--- src/rtl/button_pulse_gen.sv ---
// button_pulse_gen: synchronises and debounces a pushbutton, emitting press/release strobes and a press count.
module button_pulse_gen #(
  parameter int SYNC_STAGES = 2,
  parameter int DEB_CYCLES  = 10,
  parameter int NBITS_DEB   = 8,
  parameter int NBITS_COUNT = 4
) (
  input  logic                   clk,
  input  logic                   reset,
  input  logic                   botao,
  output logic                   pulso,
  output logic                   solto,
  output logic                   estavel,
  output logic [NBITS_COUNT-1:0] press_count
);
  typedef enum logic [1:0] {SOLTO_EST, CONF_PRESS, PRESS_EST, CONF_SOLTO} state_t;
  localparam logic [NBITS_DEB-1:0] DEB_LAST = NBITS_DEB'(DEB_CYCLES - 1);
  state_t state, state_n;
  logic [SYNC_STAGES-1:0] sync_q;
  logic [NBITS_DEB-1:0] cnt, cnt_n;
  logic sync, done, pulso_n, solto_n;
  assign sync = sync_q[SYNC_STAGES-1];
  assign done = cnt == DEB_LAST;
  // Any opposite sample while confirming drops back to the stable state and discards progress.
  always_comb begin
    state_n = state;
    cnt_n   = '0;
    pulso_n = 1'b0;
    solto_n = 1'b0;
    case (state)
      SOLTO_EST: begin
        state_n = sync ? CONF_PRESS : SOLTO_EST;
        cnt_n   = NBITS_DEB'(sync);
      end
      CONF_PRESS:
        if (!sync) state_n = SOLTO_EST;
        else if (done) begin
          state_n = PRESS_EST;
          pulso_n = 1'b1;
        end else cnt_n = cnt + 1'b1;
      PRESS_EST: begin
        state_n = sync ? PRESS_EST : CONF_SOLTO;
        cnt_n   = NBITS_DEB'(!sync);
      end
      CONF_SOLTO:
        if (sync) state_n = PRESS_EST;
        else if (done) begin
          state_n = SOLTO_EST;
          solto_n = 1'b1;
        end else cnt_n = cnt + 1'b1;
      default: state_n = SOLTO_EST;
    endcase
  end
  always_ff @(posedge clk or posedge reset)
    if (reset) begin
      sync_q      <= '0;
      state       <= SOLTO_EST;
      cnt         <= '0;
      pulso       <= 1'b0;
      solto       <= 1'b0;
      estavel     <= 1'b0;
      press_count <= '0;
    end else begin
      sync_q      <= {sync_q[SYNC_STAGES-2:0], botao};
      state       <= state_n;
      cnt         <= cnt_n;
      pulso       <= pulso_n;
      solto       <= solto_n;
      estavel     <= state_n inside {PRESS_EST, CONF_SOLTO};
      press_count <= press_count + NBITS_COUNT'(pulso_n);
    end
endmodule

--- config.mk ---
export PLATFORM = sky130hd
export DESIGN_NAME = button_pulse_gen
export DESIGN_NICKNAME = d
export VERILOG_FILES = /design/src/rtl/button_pulse_gen.sv
export SDC_FILE = /design/constraint.sdc
export NUM_CORES = 1
export LEC_CHECK = 0
export CAP_MARGIN = 20
export CORE_MARGIN = 2
export CORE_UTILIZATION = 40
export CTS_CLUSTER_SIZE = 16
export DETAILED_ROUTE_END_ITERATION = 10
export MAX_ROUTING_LAYER = met4
export SKIP_CTS_REPAIR_TIMING = 1
export SLEW_MARGIN = 15
export SYNTH_ARGS = -nofsm -noshare
export SYNTH_HDL_FRONTEND = slang
export SYNTH_SLANG_ARGS = --single-unit
--- constraint.sdc ---
create_clock -name clk -period 2.8 [get_ports clk]
set_clock_uncertainty 0.05 [all_clocks]
set_input_delay 0.42 -clock clk [delete_from_list [all_inputs] [get_ports clk]]
set_output_delay 0.42 -clock clk [all_outputs]
set_load 0.02 [all_outputs]
==> impl_metrics.py <==
metrics = {
    "worst_setup_path": {
        "critical-path-max-stage-delay_ns": 0.45,
        "critPathLaunchType": "flip-flop",
        "slowest_stage": "dfrtp_1",
        "cp.required_ns": 2.98,
        "worst_setup_path_end_kind": "flip-flop",
        "critPathMostFrequentCell": "ha_1",
        "cp_max_fo": 6,
        "crit_arrival_ns": 2.24,
        "crit_chain": "inv_1, ha_1, nor3b_4, nand3_2, nor3b_1, ha_1, ha_1, xor2_1",
        "path_class": "flip-flop to flip-flop",
    },
    "layout": {
        "drive_above_1_share_pct": 12.2,
        "area_delta_synth_final_pct": 16.4,
        "final_nets": 90,
        "diodes": 0,
        "final_cell_area_um2": 996,
    },
    "clock_network": {
        "cts_buffer_depth": 2,
        "cts_root_buf": "clkbuf_4",
        "ctsHtreeMaxLevel": 1,
        "cts.sinks": 19,
        "clk_latency_ns": 0.30,
        "cts_buffers": 3,
        "clk_pin_slew_ns": 0.11,
        "cts_tree": "built",
    },
    "synth": {
        "async_reset_ff_share_pct": 100,
        "synthCells": 70,
        "synth_top_area_share_pct": 55.6,
        "yosysTopAreaCell": "dfrtp_1",
        "synth-main-ff-cell": "dfrtp_1",
        "syn_nets": 77,
        "synth_warnings": 0,
        "ys_top_cells_by_count": "19 x dfrtp_1, 5 x a21oi_1",
        "netlist_top_cells_area": "dfrtp_1 56%, ha_1 5.8%, xnor2_1 3.1%, a21oi_1 2.9%, nor4b_4 2.8%",
        "ys_seq_elements": 19,
        "synth-seq-area-share_pct": 55.6,
        "syn_area_per_cell_um2": 12.2,
        "synthDistinctLibCells": 24,
        "yosysMostFrequentCell": "dfrtp_1",
        "synth_area_um2": 856,
        "synth_edf_count": 0,
    },
    "sta": {
        "drv_slew": 0,
        "rsz0062_at_grt": "false",
        "setup_tns_ns": 0,
        "hold_viol": 0,
        "min_period_ns": 2.06,
        "slew_headroom_pct": 54.4,
        "fmax_ghz": 0.485,
        "finalSetupViolCount": 0,
        "whs_ns": 0.312,
        "worst_slack_ns": 0.737,
        "tightest_slew_ns": 0.683,
        "period_share_pct": 73.7,
    },
    "die": {
        "std_cell_rows": 16,
        "fp.dieH_um": 50.3,
        "die_x_um": 50.3,
        "die_area_mm2": 0.00253,
        "start_util_pct": 43.2,
        "io_pins": 10,
        "coreArea_mm2": 0.00198,
    },
    "route": {
        "drtAntennaViolNets": 0,
        "wire_per_inst_um": 11.9,
        "wirelength_um": 1300,
        "dr.pass1.iters": 4,
        "drt-initial-drc-count": 5,
        "vias": 523,
        "drcViolationCount": 0,
        "via_per_inst": 4.80,
    },
    "pwr": {
        "p_sw_uw": 104,
        "power.internal_uw": 341,
        "seq_power_share_pct": 63.9,
        "p_per_area_mw_per_mm2": 447,
        "peakVddDrop_uv": 357,
        "p_comb_share_pct": 4.9,
        "p_sw_share_pct": 23.3,
        "power_leakage_uw": 0.000438,
        "clkPwrFrac_pct": 31.3,
    },
    "global_route": {
        "track_usage_pct": 12.2,
        "grt_pass1_vias": 450,
        "grt_antenna_before_repair": 0,
        "grt_overflow_total": 0,
        "grt_pass1_wl_um": 2100,
        "grt_max_degree": 20,
    },
    "min_path": {
        "hold_class": "flip-flop to flip-flop",
    },
    "placed_design": {
        "placement.io_buffers": 9,
        "dp_hpwl_um": 931,
        "dp_slack_ns": 0.748,
        "routabilityCongestion": 0.771,
        "placed_area_um2": 968,
    },
    "status": {
        "status": "finished, final reports clean",
    },
    "flow_run": {
        "maxCapViolCount": 0,
    },
}
registers in the layout, summed over array words and instances (netlist names):
name	count
cnt	8
press_count	4
state	2
sync_q	2
estavel	1
pulso	1
solto	1
cell families (layout without fill, tap and decap cells):
group           Yosys count  count (layout)  share of synthesized area, %
simple gates             21              21                          17.5
buf+inv                   5              17                          3.07
compound gates           14              14                          10.2
fa+ha+maj                 4               4                          5.85
xor+xnor                  5               5                          5.12
flops                    19              19                          55.6
mux                       2               2                          2.63
power by group through the flow:
| stage | registers [µW] | clock network [µW] | logic, µW |
|---|---|---|---|
| 6_report | 284 | 139 | 21.8 |
| 5_1_grt | 285 | 161 | 24.9 |
| 4_1_cts | 284 | 146 | 22.6 |
| 3_5_place_dp | 289 | 0 | 22.5 |
| 3_3_place_gp | 289 | 0 | 22.5 |
| 2_1_floorplan | 288 | 0 | 16.5 |
placed cells by master (no fill, tap or decap), types with 3 or more instances in the layout:
cell type | netlist | routed
clkdlybuf4s50_1 | 0 | 9
inv_1 | 4 | 4
clkbuf_4 | 0 | 3
or3_1 | 3 | 3
dfrtp_1 | 19 | 19
nor2_1 | 4 | 4
xnor2_1 | 3 | 3
ha_1 | 4 | 4
nand3_1 | 4 | 4
o21ai_0 | 4 | 4
a21oi_1 | 5 | 5
cell type report:
cell class / count / area [µm²]
clock buffers: 3 / 22.5
clock inverters: 1 / 5.00
fillers: 181 / 986
inverters: 4 / 15.0
multi-input cells: 46 / 354
flip-flops and latches: 19 / 475
well taps: 27 / 33.8
repair buffers: 9 / 90.1
per-layer routing:
| metal | track usage (%) | wire length [µm] | vias up |
|---|---|---|---|
| li1 | - | - | 267 |
| met1 | 15.4 | 668 | 246 |
| met2 | 16.2 | 543 | 8 |
| met3 | 6.25 | 60 | 2 |
| met4 | 5.56 | 25 | 0 |
| met5 | - | 0 | - |
worst paths after layout:
path,slack [ns],end,cells after the start,startpoint
max,0.74,press_count[2],8,cnt[1]
min,0.31,sync_q[1],0,sync_q[0]
max reg2reg,0.74,press_count[2],8,cnt[1]
min reg2reg,0.31,sync_q[1],0,sync_q[0]
max in group asynchronous,1.81,cnt[6],2,reset
min in group asynchronous,0.47,state[0],2,reset
stage by stage:
stage | utilization, % | cells | total power [µW]
2_1_floorplan | - | 70 | 304
3_3_place_gp | 48.9 | 105 | 312
3_5_place_dp | 48.9 | 105 | 312
4_1_cts | 50.3 | 109 | 452
5_1_grt | 50.3 | 109 | 471
6_report | 50.3 | 109 | 445
worst max-delay path, delay by kind of cell, from the launching register on:
kind	cells	cell delay [ns]
AND/OR/NAND/NOR	3	0.75
adder cells (fa/ha/maj)	3	0.51
flip-flops	1	0.45
XOR/XNOR	1	0.15
buffers and inverters	1	0.08
No activity file was read; power rests on OpenSTA's default activity.
